## config.mk

```make
export PLATFORM = sky130hd
export DESIGN_NAME = machine_state_dumper
export DESIGN_NICKNAME = d
export VERILOG_FILES = /design/src/rtl/machine_state_dumper.sv
export SDC_FILE = /design/constraint.sdc
export NUM_CORES = 1
export LEC_CHECK = 0
export ABC_AREA = 1
export CORE_ASPECT_RATIO = 0.8
export CORE_UTILIZATION = 42
export DETAILED_ROUTE_END_ITERATION = 10
export DONT_BUFFER_PORTS = 1
export PLACE_DENSITY = 0.65
export SLEW_MARGIN = 40
export SYNTH_ARGS = -nofsm -noshare
export SYNTH_HDL_FRONTEND = slang
export SYNTH_SLANG_ARGS = --single-unit
```

## constraint.sdc

```tcl
create_clock -name clk -period 1.9 [get_ports clk]
set_input_delay 0.285 -clock clk [delete_from_list [all_inputs] [get_ports clk]]
set_output_delay 0.285 -clock clk [all_outputs]
set_load 0.05 [all_outputs]
```

## src/rtl/machine_state_dumper.sv

```systemverilog
// End-of-run dumper for `machine`: detects halt (zero instruction or cycle budget),
// then streams the register file, a data-memory window and a summary record.
module machine_state_dumper #(
  parameter int          NUM_REGS   = 32,
  parameter logic [31:0] MEM_BASE   = 32'h4000,
  parameter int          MEM_BYTES  = 4,
  parameter int          MAX_CYCLES = 64
) (
  input  logic        clk,
  input  logic        reset,
  input  logic [31:0] inst,
  output logic [4:0]  rf_addr,
  input  logic [31:0] rf_data,
  output logic [31:0] mem_addr,
  input  logic [7:0]  mem_data,
  output logic        hold,
  output logic        out_valid,
  input  logic        out_ready,
  output logic [1:0]  out_kind,
  output logic [31:0] out_data,
  output logic        halt_cause,
  output logic        done
);

  localparam int IDX_MAX = (NUM_REGS > MEM_BYTES) ? NUM_REGS : MEM_BYTES;
  localparam int IDX_W   = $clog2(IDX_MAX + 1);
  localparam int CNT_W   = $clog2(MAX_CYCLES + 1);

  localparam logic [IDX_W-1:0] REG_LAST = IDX_W'(NUM_REGS - 1);
  localparam logic [IDX_W-1:0] MEM_LAST = IDX_W'(MEM_BYTES - 1);
  localparam logic [CNT_W-1:0] CNT_LAST = CNT_W'(MAX_CYCLES - 1);
  localparam logic [CNT_W-1:0] CNT_MAX  = CNT_W'(MAX_CYCLES);

  typedef enum logic [2:0] {
    S_RUN,
    S_DUMP_REG,
    S_DUMP_MEM,
    S_SUMMARY,
    S_DONE
  } state_e;

  state_e           state_q, state_d;
  logic [IDX_W-1:0] idx_q, idx_d;
  logic [CNT_W-1:0] cnt_q, cnt_d;
  logic             halt_q, halt_d;

  always_ff @(posedge clk or negedge reset) begin
    if (!reset) begin
      state_q <= S_RUN;
      idx_q   <= '0;
      cnt_q   <= '0;
      halt_q  <= 1'b0;
    end else begin
      state_q <= state_d;
      idx_q   <= idx_d;
      cnt_q   <= cnt_d;
      halt_q  <= halt_d;
    end
  end

  // Outputs are decoded purely from state plus the read-port data, so
  // out_ready never reaches out_valid combinationally.
  always_comb begin
    state_d   = state_q;
    idx_d     = idx_q;
    cnt_d     = cnt_q;
    halt_d    = halt_q;
    rf_addr   = '0;
    mem_addr  = MEM_BASE;
    out_valid = 1'b0;
    out_kind  = 2'd0;
    out_data  = '0;
    hold      = 1'b1;
    done      = 1'b0;

    case (state_q)
      S_RUN: begin
        hold = 1'b0;
        if (inst == 32'h0) begin
          state_d = S_DUMP_REG;
          halt_d  = 1'b0;
        end else begin
          if (cnt_q != CNT_MAX) cnt_d = cnt_q + CNT_W'(1);
          if (cnt_q == CNT_LAST) begin
            state_d = S_DUMP_REG;
            halt_d  = 1'b1;
          end
        end
      end

      S_DUMP_REG: begin
        rf_addr   = 5'(idx_q);
        out_valid = 1'b1;
        out_kind  = 2'd0;
        out_data  = rf_data;
        if (out_ready) begin
          if (idx_q == REG_LAST) begin
            state_d = S_DUMP_MEM;
            idx_d   = '0;
          end else begin
            idx_d = idx_q + IDX_W'(1);
          end
        end
      end

      S_DUMP_MEM: begin
        mem_addr  = MEM_BASE + 32'(idx_q);
        out_valid = 1'b1;
        out_kind  = 2'd1;
        out_data  = {24'b0, mem_data};
        if (out_ready) begin
          if (idx_q == MEM_LAST) begin
            state_d = S_SUMMARY;
            idx_d   = '0;
          end else begin
            idx_d = idx_q + IDX_W'(1);
          end
        end
      end

      S_SUMMARY: begin
        out_valid = 1'b1;
        out_kind  = 2'd2;
        out_data  = {halt_q, 23'b0, 8'(cnt_q)};
        if (out_ready) state_d = S_DONE;
      end

      S_DONE: begin
        done = 1'b1;
      end

      default: begin
        state_d = S_RUN;
      end
    endcase
  end

  assign halt_cause = halt_q;

endmodule

```

==> reports/metrics.yaml, run 1 <==
status:
  outcome: "complete, no violations"
worst_setup_path:
  cp_cell_sequence: "buf_4 -> nor2_4 -> nand2_4 -> inv_4 -> a22o_1 -> buf_4"
  criticalPathCategory: "reg2out"
  endpoint_kind: "output pin"
  crit_top_cell: "buf_4"
  arrival_ps: 1510
  path_buf_inv: 3
  crit_path_start_kind: "register"
  critPathTopFamily: "buffers and inverters"
  cpPeakStageDelay_ps: 380
  critPathSlowestCell: "dfrtp_1"
  crit_fanout: 10
  critical_path_required_ps: 1620
drt:
  drt_first_pass_iters: 4
  drt_wl_total_um: 4100
  drtAntennaViolNets: 0
  viasPerCell: 4.50
  drt_iter0_drc: 62
  wire_per_inst_um: 10.3
  drcViolationCount: 0
  via_count: 1796
placement:
  gp_congestion: 0.841
  dp.final_hpwl_um: 3330
  dpl_cell_area_um2: 2070
  io_buffers: 0
cells_and_area:
  postLayoutCellArea_um2: 2160
  final_cell_mix: "63 x inv_1, 61 x nand2_1, 60 x nor2_1"
  multi_input_area_um2: 965
  synthToLayoutAreaGrowth_pct: 22.3
  fillers: 368
  mostFrequentLayoutCell: "inv_1"
  fin_nets: 423
  drive_above_1_share_pct: 20.3
  seqCellArea_um2: 427
  n_antenna_cell: 0
cts:
  root_buffer: "clkbuf_8"
  cts_tree: "yes"
  clk_path_buf_depth: 2
  clk_pin_slew_ps: 70
  cts_buffers: 3
  clk-insertion-delay-late_ps: 250
  h-tree-depth: 1
  clock-sinks: 17
synthesis:
  ys_dominant_reg_cell: "dfrtp_1"
  synth_area_um2: 1770
  synth_compound_area_share_pct: 8.01
  postSynthCellCount: 295
  yosys.area_share.simple_pct: 36.2
  yosys.area_share.xor_xnor_pct: 2.48
  yosys_warnings: 0
  syn_area_per_cell_um2: 5.98
  synth_top_family_by_area: "simple AND/OR/NAND/NOR gates"
  seq_area_frac_synth_pct: 24.1
  synth.area.mux_share_pct: 0
  postSynthRegisterBits: 17
  synth_edf_count: 0
  synthArstFlopShare_pct: 100
  synthAdderAreaFrac_pct: 2.13
  synth.distinct_cells: 31
floorplanning:
  pin_count: 150
  die_h_um: 60.0
  num_rows: 20
  die_w_um: 74.5
  dieArea_um2: 4470
  start_util_pct: 45.2
  core_um2: 3900
pwr:
  pwr-share-comb_pct: 19.0
  power_frac_seq_pct: 46.5
  irDropWorstVdd_uv: 247
  p_clk_share_pct: 34.6
  powerDensity_nw_per_um2: 361
  p_sw_share_pct: 32.6
  p_int_mw: 0.525
  p_leak_nw: 1.36
  switching_power_mw: 0.254
timing:
  tightest_slew_ps: 513
  finalSetupViolations: 0
  maxSlewViolCount: 0
  slew_headroom_pct: 65.8
  finalHoldViolations: 0
  period_minus_slack_ps: 1790
  whs_ps: 285
  fin_crit_sh_pct: 94.2
  rsz0062_at_grt: "false"
  max_freq_ghz: 0.559
  clock_skew_ps: 2.77
hold_path:
  hp-class: "in2reg"
grt:
  grt_pass1_wl_um: 6040
  antenna_found_initial: 0
  grt_pass1_vias: 1424
  grt_max_degree: 29
  grtUsageTotal_pct: 17.7
  grt_remaining_overflow: 0
flow_run:
  cap_violations: 0
==> power by group through the flow <==
| stage | combinational, mW | clock, mW | sequential, mW |
|---|---|---|---|
| after global placement | 0.137 | 0 | 0.369 |
| after global routing | 0.162 | 0.289 | 0.362 |
| after CTS | 0.147 | 0.278 | 0.362 |
| after detailed placement | 0.138 | 0 | 0.369 |
| final | 0.148 | 0.269 | 0.362 |
| after floorplan | 0.177 | 0 | 0.369 |
==> layer usage <==
layer | GRT usage [%] | share of wire (%)
met5 | 0 | 0
met4 | 4.85 | 0.41
met3 | 2.53 | 7.0
met2 | 31.5 | 50
met1 | 22.4 | 43
==> cell usage after synthesis (4+ instances only) <==
| cell | n | area [um^2] |
|---|---|---|
| a21oi_1 | 4 | 20.0 |
| buf_2 | 4 | 20.0 |
| inv_1 | 63 | 236 |
| nor2_1 | 60 | 225 |
| dfrtp_1 | 17 | 425 |
| nand3_1 | 11 | 55.1 |
| buf_4 | 27 | 203 |
| a22oi_1 | 7 | 52.6 |
| nand2_1 | 61 | 229 |
==> sequential cells by signal (all words and copies together) (netlist names) <==
register and cells:
halt_cause 1, idx_q 6, cnt_q 7, state_q 3
==> worst paths after layout <==
| kind | slack [ps] | cells after the start | endpoint | start |
|---|---|---|---|---|
| worst max register to register | 260 | 10 | state_q[0] | cnt_q[0] |
| worst min register to register | 570 | 3 | idx_q[5] | idx_q[5] |
| worst max-delay path | 110 | 6 | out_data[7] | state_q[2] |
| max in group asynchronous | 1100 | 2 | state_q[0] | reset |
| min in group asynchronous | 500 | 2 | idx_q[2] | reset |
| worst min-delay path | 290 | 3 | idx_q[2] | out_ready |
==> worst register-to-register path, stage by stage (launching register included) <==
cell,delay [ps]
dfrtp_1,430
ha_1,220
inv_1,60
nor2_2,170
nand2_1,90
nor3_2,200
inv_1,80
nand3_2,90
nand2_1,80
nand2_1,60
nand2_1,50
==> kinds of logic after synthesis <==
| logic type | count (synthesis) |
|---|---|
| AND/OR/NAND/NOR | 149 |
| buffers and inverters | 97 |
| AO/OA/AOI/OAI | 22 |
| flip-flops | 17 |
| XOR/XNOR | 5 |
| adder cells (fa/ha/maj) | 3 |
| other | 2 |
==> stage by stage <==
stage	setup slack, ps	util, %	std cells	power, mW	setup TNS (ps)
floorplan	-40.4	-	319	0.546	-809
global placement	174	53.1	392	0.506	0
detailed placement	95.6	53.1	392	0.507	0
CTS	35.9	54.8	397	0.787	0
global route	4.65	55.3	399	0.812	0
finish	110	55.3	399	0.779	0
==> what timing repair did <==
item	4_1_cts	5_1_grt
endpoints found under the setup margin	9	36
setup buffers	0	1
endpoints found under the hold margin	17	17
resized for setup	3	3
hold buffers	1	1
==> layout make-up <==
cell class                 count  share of cell area [%]
inverter                      65                    11.7
tap                           55                    3.19
sequential                    17                    19.8
multi-input combinational    205                    44.7
clock buffer                   4                    2.09
timing repair buffer          53                    18.6
No activity file was read; power rests on OpenSTA's default activity.
==> inputs of run 2 (changes only) <==
--- a/config.mk
+++ b/config.mk
@@ -10,6 +10,7 @@
 export CORE_UTILIZATION = 42
 export DETAILED_ROUTE_END_ITERATION = 10
 export DONT_BUFFER_PORTS = 1
+export GPL_ROUTABILITY_DRIVEN = 1
 export PLACE_DENSITY = 0.65
 export SLEW_MARGIN = 40
 export SYNTH_ARGS = -nofsm -noshare
==> results of run 2 <==
The final DEF is identical to that of run 1; final timing and power are the same.
